`src/rtl/rr_mux_arbiter_pkg.sv`:
```
// rr_mux_arbiter_pkg: FSM state encoding and the rotating priority search shared by the arbiter.
package rr_mux_arbiter_pkg;
  typedef enum logic {ST_IDLE = 1'b0, ST_GRANT = 1'b1} state_t;
  localparam int MAX_N = 32;
  // First set bit of req at or after start, wrapping mod n; returns start when none is set.
  function automatic int next_pending(input logic [MAX_N-1:0] req, input int start, input int n);
    next_pending = start;
    for (int i = MAX_N - 1; i >= 0; i--)
      if (i < n && req[5'((start + i) % n)]) next_pending = (start + i) % n;
  endfunction
endpackage

```
`src/rtl/rr_mux_arbiter_if.sv`:
```
// rr_mux_arbiter_if: requester-side request/data bundle and the arbiter's grant/mux outputs.
interface rr_mux_arbiter_if #(parameter int N = 4, parameter int W = 1);
  logic [N-1:0] req;
  logic [N*W-1:0] in_data;
  logic [N-1:0] gnt;
  logic [$clog2(N)-1:0] sel;
  logic [W-1:0] out_data;
  logic out_valid;
  modport master (output req, in_data, input gnt, sel, out_data, out_valid);
  modport slave (input req, in_data, output gnt, sel, out_data, out_valid);
endinterface

```
`src/rtl/rr_mux_arbiter_mux.sv`:
```
// mux_nx1: plain combinational N:1 multiplexer of W-bit slices.
module mux_nx1 #(parameter int N = 4, parameter int W = 1) (
  input  logic [N*W-1:0]        data,
  input  logic [$clog2(N)-1:0]  sel,
  output logic [W-1:0]          y
);
  assign y = data[sel*W +: W];
endmodule

```
`src/rtl/rr_mux_arbiter.sv`:
```
// rr_mux_arbiter: round-robin grant of one shared N:1 mux output with a MAX_HOLD slot limit.
module rr_mux_arbiter
  import rr_mux_arbiter_pkg::*;
#(
  parameter int N = 4,
  parameter int W = 1,
  parameter int MAX_HOLD = 4
) (
  input logic clk,
  input logic rst_n,
  rr_mux_arbiter_if.slave bus
);
  localparam int SEL_W = $clog2(N);
  localparam int HW = $clog2(MAX_HOLD + 1);
  state_t state, state_nx;
  logic [N-1:0] gnt, others;
  logic [SEL_W-1:0] sel, sel_nx, ptr, ptr_nx, k, idle_k, rot_k;
  logic [HW-1:0] hold, hold_nx;
  logic take, pending;
  logic [W-1:0] mux_out;
  // The current holder is masked out so it never wins its own successor search.
  assign others = bus.req & ~(N'(1) << sel);
  assign pending = |others;
  assign idle_k = SEL_W'(next_pending(MAX_N'(bus.req), int'(ptr), N));
  assign rot_k = SEL_W'(next_pending(MAX_N'(others), (int'(sel) + 1) % N, N));
  always_comb begin
    take = 1'b0;
    k = idle_k;
    state_nx = state;
    sel_nx = sel;
    hold_nx = hold;
    if (state == ST_IDLE) take = |bus.req;
    else if ((!bus.req[sel] || hold == HW'(MAX_HOLD)) && pending) begin
      take = 1'b1;
      k = rot_k;
    end
    else if (!bus.req[sel]) begin
      state_nx = ST_IDLE;
      sel_nx = '0;
    end
    else hold_nx = (hold == HW'(MAX_HOLD)) ? HW'(1) : hold + HW'(1);
    if (take) begin
      state_nx = ST_GRANT;
      sel_nx = k;
      hold_nx = HW'(1);
    end
  end
  assign ptr_nx = take ? k + SEL_W'(1) : ptr;
  always_ff @(posedge clk or negedge rst_n) begin
    if (!rst_n) begin
      state <= ST_IDLE;
      gnt <= '0;
      sel <= '0;
      ptr <= '0;
      hold <= '0;
    end else begin
      state <= state_nx;
      gnt <= (state_nx == ST_GRANT) ? N'(1) << sel_nx : '0;
      sel <= sel_nx;
      ptr <= ptr_nx;
      hold <= hold_nx;
    end
  end
  mux_nx1 #(.N(N), .W(W)) u_mux (.data(bus.in_data), .sel(sel), .y(mux_out));
  assign bus.gnt = gnt;
  assign bus.sel = sel;
  assign bus.out_valid = |gnt;
  assign bus.out_data = bus.out_valid ? mux_out : '0;
endmodule
```
`src/flat_wrapper.sv`:
```
// flat-port wrapper written by rule: the top's interface ports become plain ports
module rr_mux_arbiter_flat import rr_mux_arbiter_pkg::*;
#(
  parameter int N = 4,
  parameter int W = 1,
  parameter int MAX_HOLD = 4
)
  (clk, rst_n, bus_req, bus_in_data, bus_gnt, bus_sel, bus_out_data, bus_out_valid);
  rr_mux_arbiter_if #(.N(N), .W(W)) bus_i ();
  input logic clk;
  input logic rst_n;
  input wire logic [$bits(bus_i.req)-1:0] bus_req;
  input wire logic [$bits(bus_i.in_data)-1:0] bus_in_data;
  output wire logic [$bits(bus_i.gnt)-1:0] bus_gnt;
  output wire logic [$bits(bus_i.sel)-1:0] bus_sel;
  output wire logic [$bits(bus_i.out_data)-1:0] bus_out_data;
  output wire logic [$bits(bus_i.out_valid)-1:0] bus_out_valid;
  assign bus_i.req = bus_req;
  assign bus_i.in_data = bus_in_data;
  assign bus_gnt = bus_i.gnt;
  assign bus_sel = bus_i.sel;
  assign bus_out_data = bus_i.out_data;
  assign bus_out_valid = bus_i.out_valid;
  rr_mux_arbiter #(.N(N), .W(W), .MAX_HOLD(MAX_HOLD)) u_core (.clk(clk), .rst_n(rst_n), .bus(bus_i));
endmodule
```
`config.mk`:
```
export PLATFORM = sky130hd
export DESIGN_NAME = rr_mux_arbiter_flat
export DESIGN_NICKNAME = d
export VERILOG_FILES = /design/src/rtl/rr_mux_arbiter_pkg.sv /design/src/rtl/rr_mux_arbiter_if.sv /design/src/rtl/rr_mux_arbiter_mux.sv /design/src/rtl/rr_mux_arbiter.sv /design/src/flat_wrapper.sv
export SDC_FILE = /design/constraint.sdc
export NUM_CORES = 1
export LEC_CHECK = 0
export CAP_MARGIN = 20
export CORE_ASPECT_RATIO = 1.5
export CORE_MARGIN = 4
export CORE_UTILIZATION = 51
export CTS_BUF_LIST = sky130_fd_sc_hd__clkbuf_16
export DETAILED_ROUTE_END_ITERATION = 6
export PLACE_DENSITY = 0.77
export SLEW_MARGIN = 20
export SYNTH_ARGS = -nofsm -noshare
export SYNTH_HDL_FRONTEND = slang
export SYNTH_HIERARCHICAL = 1
export SYNTH_SLANG_ARGS = --single-unit
```
`constraint.sdc`:
```
create_clock -name clk -period 2.95 [get_ports clk]
set_input_delay 0.59 -clock clk [delete_from_list [all_inputs] [get_ports clk]]
set_output_delay 0.59 -clock clk [all_outputs]
set_load 0.05 [all_outputs]
```
==> impl_metrics.ini <==
[status]
outcome = completed

[power_and_ir_drop]
power_density_nw_per_um2 = 1290
leakage_nw = 0.588
ir_drop_mv = 0.991

[critical_path]
cp_max_fo = 6
critPathLaunchType = input port
crit_arrival_ns = 2.79
critPathKind = input port to flip-flop
startpoint = bus_req[3]
r2r-start = u_core/bus.sel[1]$_DFF_PN0_
endpoint_kind = flip-flop
required_ns = 3.10

[routing]
drtIter0Drc = 26
routed-via-count = 931
drc = 0
ant_nets = 0
routed_wl_mm = 2.45
via_per_inst = 6.01
wl_per_cell_um = 15.8
first_pass_iters = 5

[clock_tree]
numCtsBuffers = 3
cts_sinks = 12
clk_pin_slew_worst_paths_ns = 0.04
clockRootBuffer = clkbuf_16
cts_tree = built
cts_buffer_depth = 2
post_cts_buffers = 0
cts_hold_buf = 0
clk_latency_ns = 0.24
htreeDepth = 1
cts_resized = 0

[synth]
synthCells = 107
synth_ff_type = dfrtp_1
postSynth.asyncResetShare_pct = 100
ys_warn_count = 6
ys_seq_elements = 12
ys_seq_area_share_pct = 29.9
synth_edf_count = 0
syn_nets = 123
synth_area_per_cell_sq_um = 9.38
synth_area_sq_um = 1000
synthDistinctLibCells = 46

[placed_design]
gp_congestion = 0.897
place_area_sq_um = 1240
port_buffers = 17
dp_hpwl_mm = 1.97

[timing]
grt_setup_unrepaired = false
max_freq_ghz = 0.380
finClkSkew_ns = 0.00214
drv_slew = 0
slew_headroom_pct = 65.4
tightest_slew_ns = 0.518
setup_tns_ns = 0
hold_viol = 0
setup_viol = 0
period_minus_slack_ns = 2.63
period_share_pct = 89.3

[global_route]
grt_usage_pct = 19.3
grt_max_degree = 13
overflow = 0
grt_pass1_vias = 929
antenna_found_initial = 0
grt_pass1_wl_mm = 4.11

[job]
drv_cap = 0

[floorplan]
die_w_um = 44.2
die_h_um = 62.3
fp.dieArea_sq_um = 2760
start_util_pct = 54.1
fp.coreArea_sq_um = 1850
ioPinCount = 18
rows = 19

[min_path]
worstHoldPathType = flip-flop to flip-flop
hold_start = u_core/hold[2]$_DFFE_PN0P_

[finish]
fin_area_sq_um = 1320
layout_commonest_cell = clkdlybuf4s50_1
synthToLayoutAreaGrowth_pct = 31.9
fin_nets = 151
layout_common_cells = 16 x clkdlybuf4s50_1, 12 x dfrtp_1, 10 x buf_4, 10 x inv_1, 8 x nand2_1
fin_util_pct = 71.4
diodes = 0
drive_gt1_share_pct = 19.4
## layer usage
layer | share of wire, % | up-vias | routed length, um | track usage [%]
met3 | 2.6 | 2 | 64 | 1.73
met2 | 59 | 21 | 1450 | 35.2
met5 | 0 | - | 0 | 0
met1 | 38 | 451 | 919 | 21.5
met4 | 0.61 | 0 | 15 | 7.92
li1 | - | 457 | - | -
## worst max-delay path: stages
cell and delay, ns:
clkdlybuf4s50_1 0.51, mux4_2 0.57, and3_4 0.23, a211oi_4 0.23, nor3b_1 0.10, a211oi_2 0.32, nor3b_2 0.24
## metrics by stage
step	hold WS [ns]	total power, mW	instances	setup WS [ns]
floorplan	0.294	1.13	107	0.199
global placement	0.491	1.42	151	0.148
detailed placement	0.477	1.46	151	0.100
CTS	0.486	1.71	155	0.322
global route	0.514	1.83	155	0.168
finish	0.506	1.70	155	0.316
## registers in the layout, indices dropped and copies added (netlist names)
register and count:
u_core/bus.gnt 4, u_core/hold 3, u_core/bus.sel 2, u_core/ptr 2, u_core/state 1
## cells in the mapped netlist, types with 3 or more instances
| cell | count | area, sq um |
|---|---|---|
| o22ai_1 | 3 | 18.8 |
| inv_1 | 10 | 37.5 |
| o21ai_0 | 6 | 30.0 |
| nand2_1 | 8 | 30.0 |
| a21oi_1 | 6 | 30.0 |
| dfrtp_1 | 12 | 300 |
| nand3_1 | 5 | 25.0 |
| ha_1 | 6 | 75.1 |
| nor3b_1 | 4 | 30.0 |
## report_power, final
group          switching [mW]  leakage [nW]  total [mW]  internal (mW)
Clock                  0.0648        0.0385       0.243          0.178
Combinational           0.643         0.403        1.14          0.496
Sequential             0.0793         0.146       0.321          0.242
Total                   0.787         0.588        1.70          0.916
## worst paths after layout
path / to / slack [ns] / cells after the start
setup reg to reg: u_core/bus.gnt[1]$_DFF_PN0_ / 0.53 / 9
max in group asynchronous: u_core/bus.sel[0]$_DFF_PN0_ / 1.90 / 1
min in group asynchronous: u_core/hold[1]$_DFFE_PN0P_ / 0.70 / 1
hold / removal: u_core/hold[2]$_DFFE_PN0P_ / 0.51 / 1
setup / recovery: u_core/bus.gnt[0]$_DFF_PN0_ / 0.32 / 7
hold reg to reg: u_core/hold[2]$_DFFE_PN0P_ / 0.51 / 1
## final cells by class
type,count,area (sq um)
multi-input cells,82,646
inverters,10,37.5
flip-flops and latches,12,300
clock inverters,1,3.75
clock buffers,3,75.1
well taps,21,26.3
repair buffers,26,235
fillers,155,531
## cell families after synthesis
group	count (synthesis)	synth area share, %
AO/OA/AOI/OAI	31	22.8
adder cells (fa/ha/maj)	6	7.48
buffers and inverters	13	5.74
flip-flops	12	29.9
multiplexers	5	7.85
AND/OR/NAND/NOR	40	26.2
No activity file was read; power rests on OpenSTA's default activity.
==> RTL change 1, RTL diff (config.mk and constraints unchanged) <==
`N` is set to 4 in 4 places; all go to 8.
--- a/src/rtl/rr_mux_arbiter_if.sv
+++ b/src/rtl/rr_mux_arbiter_if.sv
@@ -1,5 +1,5 @@
 // rr_mux_arbiter_if: requester-side request/data bundle and the arbiter's grant/mux outputs.
-interface rr_mux_arbiter_if #(parameter int N = 4, parameter int W = 1);
+interface rr_mux_arbiter_if #(parameter int N = 8, parameter int W = 1);
   logic [N-1:0] req;
   logic [N*W-1:0] in_data;
   logic [N-1:0] gnt;
--- a/src/rtl/rr_mux_arbiter_mux.sv
+++ b/src/rtl/rr_mux_arbiter_mux.sv
@@ -1,5 +1,5 @@
 // mux_nx1: plain combinational N:1 multiplexer of W-bit slices.
-module mux_nx1 #(parameter int N = 4, parameter int W = 1) (
+module mux_nx1 #(parameter int N = 8, parameter int W = 1) (
   input  logic [N*W-1:0]        data,
   input  logic [$clog2(N)-1:0]  sel,
   output logic [W-1:0]          y
--- a/src/rtl/rr_mux_arbiter.sv
+++ b/src/rtl/rr_mux_arbiter.sv
@@ -2,7 +2,7 @@
 module rr_mux_arbiter
   import rr_mux_arbiter_pkg::*;
 #(
-  parameter int N = 4,
+  parameter int N = 8,
   parameter int W = 1,
   parameter int MAX_HOLD = 4
 ) (
--- a/src/flat_wrapper.sv
+++ b/src/flat_wrapper.sv
@@ -1,7 +1,7 @@
 // flat-port wrapper written by rule: the top's interface ports become plain ports
 module rr_mux_arbiter_flat import rr_mux_arbiter_pkg::*;
 #(
-  parameter int N = 4,
+  parameter int N = 8,
   parameter int W = 1,
   parameter int MAX_HOLD = 4
 )
Interface: changed (resized bus_gnt, bus_in_data, bus_req and bus_sel); port bits go from 18 to 31. The function was not compared with the original's and may differ.
==> RTL change 1 against the unedited design <==
- the flow now finishes with violations (setup timing)
- synthesized area grew to 3.0 times the old value
- first-iteration DRC count rose to 26 times the old value
- cell area grew to 3.6 times the old value
- sequential cell count is 6 higher
- register-to-register slack got worse by 0.85 ns
- routed wire length increased to 5.4 times the old value
- setup slack worse by 0.68 ns
- clock skew grew 0.0069 ns
- count of clock-buffer cells in the layout unchanged
- critical path type unchanged
Power is left out: the tool's default activity adds up to more than one toggle a clock period on the data nets, which glitch-free logic cannot reach.
==> RTL change 1: results (changes against the unedited design) <==
[global_routing]
gr-usage-all-layers_pct = 33.7  ; +14 points
grt_pass1_wl_mm = 19.4  ; +370%
first_global_vias = 3780  ; +310%
grt_max_degree = 19  ; +6

[cts]
cts_max_level = 1  ; unchanged
clkTransAtPathRegs_ns = 0.06  ; +0.02 ns

[placement]
portBuffers = 30  ; +13
hpwlAfterDp_mm = 7.98  ; +300%
placedCellCount = 533  ; +250%
gp_congestion = 0.973  ; +8.4%

[synthesis]
synth_most_common_cell = nand2_1
synthDistinctLibCells = 77  ; +67%
synthDominantCellAreaShare_pct = 14.9  ; -15 points
synth_area_leaders = dfrtp_1 (15%), mux4_2 (10%), ha_1 (5.0%), mux2_2 (4.1%), mux2i_1 (4.0%)
synth_area_per_cell_um2 = 8.54  ; -8.9%
ys_seq_area_share_pct = 14.9  ; -15 points
synth_nets = 384  ; +210%

[timing]
tightest_slew_ns = 0.849  ; +0.331 ns
fin_ws_ns = -0.362  ; -0.677 ns
setup_viol = 15  ; +15
skew_ns = 0.00899  ; +0.00685 ns

[finish]
layout-drive-gt1-share_pct = 48.5  ; +29 points
largest_reg_flops = 8  ; +4
layout.nets = 516  ; +240%

[outcome]
failed_checks = setup timing
status = complete, but fails checks

[setup_path]
critical_path.max_fanout = 5  ; -1
cpPeakStageDelay_ns = 0.52  ; -0.05 ns
arrival_ns = 3.41  ; +0.62 ns

[drt]
vias = 3854  ; +310%
wirelength_mm = 13.2  ; +440%
viasPerCell = 6.92  ; +15%

-- RTL change 1: changes by cell type in the layout (fill, tap and decap cells not counted), sizes merged, moves of 8 or more --
cell,unedited run,this run
nand2,8,30
inv,10,20
nor2,2,18
nor3,2,10
a21oi,6,14
o21ai,7,19
mux4,2,16
dlygate4sd2,0,8
a31oi,0,8
o211ai,1,10
mux2i,0,12
mux2,3,11
buf,10,125
-- RTL change 1: worst paths after layout --
kind | start | end | slack, ns | cells after the start
max | bus_req[1] | u_core/bus.sel[0] | -0.36 | 12
min | u_core/hold[2] | u_core/hold[2] | 0.49 | 1
max reg2reg | u_core/bus.sel[2] | u_core/bus.sel[0] | -0.32 | 12
min reg2reg | u_core/hold[2] | u_core/hold[2] | 0.49 | 1
max in group asynchronous | rst_n | u_core/bus.sel[0] | 1.54 | 1
min in group asynchronous | rst_n | u_core/bus.gnt[6] | 0.83 | 1
-- RTL change 1: final cells by class --
cell class	instances	area, µm²
Clock buffer	3	75.1
Sequential cell	18	454
Clock inverter	1	3.75
Tap cell	72	90.1
Multi-Input combinational cell	289	2800
Timing Repair Buffer	154	1260
Inverter	20	90.1
Fill cell	338	1020
-- RTL change 1: cell families (layout without fill, tap and decap cells) --
group,after synthesis,after routing,synth area share (%)
AOI/OAI and AO/OA,116,116,29.3
and+or+nand+nor,112,112,19.6
buffers and inverters,47,178,7.04
muxes,39,39,20.2
DFF,18,18,14.9
adders and majority gates,12,12,4.97
xor gates and xnor gates,10,10,4.02
-- RTL change 1: timing repair --
item,in CTS,in global routing
pin swaps,22,13
gates cloned,0,0
setup endpoints to repair,16,15
setup buffers,12,8
gates resized for setup,58,20
hold buffers,0,0
-- RTL change 1: critical path, delay by kind of cell --
family / cells / cell delay, ns
AO/OA/AOI/OAI: 3 / 0.85
buffers and inverters: 4 / 0.84
multiplexers: 2 / 0.73
AND/OR/NAND/NOR: 3 / 0.39
-- RTL change 1: metal layers --
| layer | part of all wire, % | GRT usage [%] |
|---|---|---|
| met1 | 36 | 37.9 |
| met2 | 51 | 61.8 |
| met3 | 5.7 | 3.35 |
| met4 | 7.3 | 18.7 |
| met5 | 0 | 0 |
-- RTL change 1: stage by stage --
stage	setup WS (ns)	util, %	TNS, ns
CTS	-0.178	79.6	-0.978
finish	-0.362	82.4	-3.59
detailed placement	-0.729	72.4	-8.75
global placement	-0.615	72.4	-7.31
floorplan	-0.268	-	-2.11
global route	-0.397	82.4	-4.40
==> RTL change 2, RTL diff (same flow settings) <==
Made on the original files. Make the reset (`rst_n`) synchronous in one clocked block.
--- a/src/rtl/rr_mux_arbiter.sv
+++ b/src/rtl/rr_mux_arbiter.sv
@@ -46,7 +46,7 @@
     end
   end
   assign ptr_nx = take ? k + SEL_W'(1) : ptr;
-  always_ff @(posedge clk or negedge rst_n) begin
+  always_ff @(posedge clk) begin
     if (!rst_n) begin
       state <= ST_IDLE;
       gnt <= '0;
Function: not settled (the Yosys comparison gave no result); the edit may change what the design does.
==> RTL change 2 against the unedited design <==
- synthesized area increased by 8.5%
- cell area is 8.3% higher
- final cell count is 17% higher
- sequential power decreased by 26%
- utilization fell by 0.65 points
- combinational power fell by 32%
- setup slack lost 0.20 ns
- routed wire length increased by 25%
- synthesized cell count is 24% higher
- total power shrank 26%
- register-to-register slack got worse by 0.27 ns
- first-iteration DRC count increased by 35%
- sequential cell count unchanged
- global-route usage rose by 3.4 points
- largest power group unchanged
==> RTL change 2: results (changes against the unedited design) <==
[synthesis]
synthArstFlopShare_pct = 0  ; -100 points
synth_area_leaders = dfxtp_1 (22%), ha_1 (6.9%), nor2b_1 (4.6%), mux4_2 (4.1%), nand2_1 (3.8%)
synth_nets = 149  ; +21%
synth_common_cells = dfxtp_1 (12), nand2_1 (11), nor2_1 (11)
synthDistinctLibCells = 45  ; -2.2%
ys_seq_area_share_pct = 22.1  ; -7.9 points
netlist_instances = 133  ; +24%

[global_routing]
grt_pass1_wl_mm = 5.14  ; +25%
grt_max_degree = 14  ; +1
gr-usage-all-layers_pct = 22.7  ; +3.4 points

[timing]
skew_ns = 0.00514  ; +0.00300 ns
slew_headroom_pct = 64.9  ; -0.52 points

[drt]
viasPerCell = 6.27  ; +4.4%
drt_first_pass_iters = 4  ; -1
vias = 1141  ; +23%
wirelength_mm = 3.06  ; +25%
drtIter0Drc = 35  ; +35%

[placement]
hpwlAfterDp_mm = 2.22  ; +12%
place_ws_ns = -0.0672  ; -0.167 ns
placed_area_um2 = 1350  ; +8.6%

[finish]
layout-drive-gt1-share_pct = 18.1  ; -1.3 points
layout.nets = 177  ; +17%
layout.filler_cells = 156  ; +0.65%

[setup_path]
cpPeakStageDelay_ns = 0.51  ; -0.06 ns
critical_path.max_fanout = 4  ; -2

[pwr]
ir_drop_v = 0.000548  ; -45%
p_leak_nw = 0.567  ; -3.5%

[outcome]
status = finished clean

==> RTL change 2: cell families after synthesis <==
family / after synthesis / synth area share, %
AOI/OAI and AO/OA: 37 / 23.4
DFF: 12 / 22.1
adders and majority gates: 6 / 6.90
muxes: 8 / 11.3
buffers and inverters: 16 / 6.21
and+or+nand+nor: 53 / 29.3
xor gates and xnor gates: 1 / 0.805
==> RTL change 2: layout make-up <==
| cell class | count | area, µm² | area share [%] |
|---|---|---|---|
| multi-input cells | 105 | 783 | 54.6 |
| repair buffers | 31 | 273 | 19.0 |
| flip-flops and latches | 12 | 241 | 16.8 |
| clock buffers | 3 | 75.1 | 5.24 |
| inverters | 8 | 30.0 | 2.09 |
| well taps | 22 | 27.5 | 1.92 |
| clock inverters | 1 | 3.75 | 0.262 |
==> RTL change 2: repair_timing <==
| action | 4_1_cts | 5_1_grt |
|---|---|---|
| setup endpoints to repair | 0 | 2 |
| gates resized for setup | 0 | 1 |
| hold endpoints to repair | 0 | 0 |
==> RTL change 2: path summary, 6_finish.rpt <==
kind / depth (start not counted) / start / slack (ns) / end
worst max-delay path: 8 / bus_req[3] / 0.11 / u_core/bus.gnt[3]
worst min-delay path: 1 / u_core/hold[2] / 0.48 / u_core/hold[2]
worst max register to register: 9 / u_core/bus.sel[1] / 0.26 / u_core/ptr[1]
worst min register to register: 1 / u_core/hold[2] / 0.48 / u_core/hold[2]
==> RTL change 2: routing by layer <==
layer	part of all wire [%]	GRT usage, %	vias to the layer above	routed length, µm
li1	-	-	550	-
met1	40	26.5	559	1240
met2	53	39.0	24	1640
met3	3.1	2.78	8	96
met4	2.9	10.7	0	89
met5	0	0	-	0
==> RTL change 2: where the power goes <==
part | internal, W | switching [W]
Sequential | 0.000202 | 0.0000350
Combinational | 0.000325 | 0.000452
Clock | 0.000178 | 0.0000659
Total | 0.000705 | 0.000553
==> RTL change 2: worst register-to-register path: stages (launching register included) <==
cell,delay (ns)
dfxtp_1,0.44
inv_1,0.12
ha_1,0.54
nor4bb_1,0.33
a31oi_1,0.07
a41oi_1,0.31
xnor2_1,0.10
a21oi_1,0.26
nor4b_2,0.08
a311o_1,0.31
==> RTL change 2: stage by stage <==
stage | power (W) | setup TNS, ns | util, %
after CTS | 0.00125 | 0 | 70.6
after global routing | 0.00134 | 0 | 70.7
after global placement | 0.000982 | -0.0784 | 66.7
after floorplan | 0.000776 | 0 | -
final | 0.00126 | 0 | 70.7
after detailed placement | 0.000999 | -0.338 | 66.7
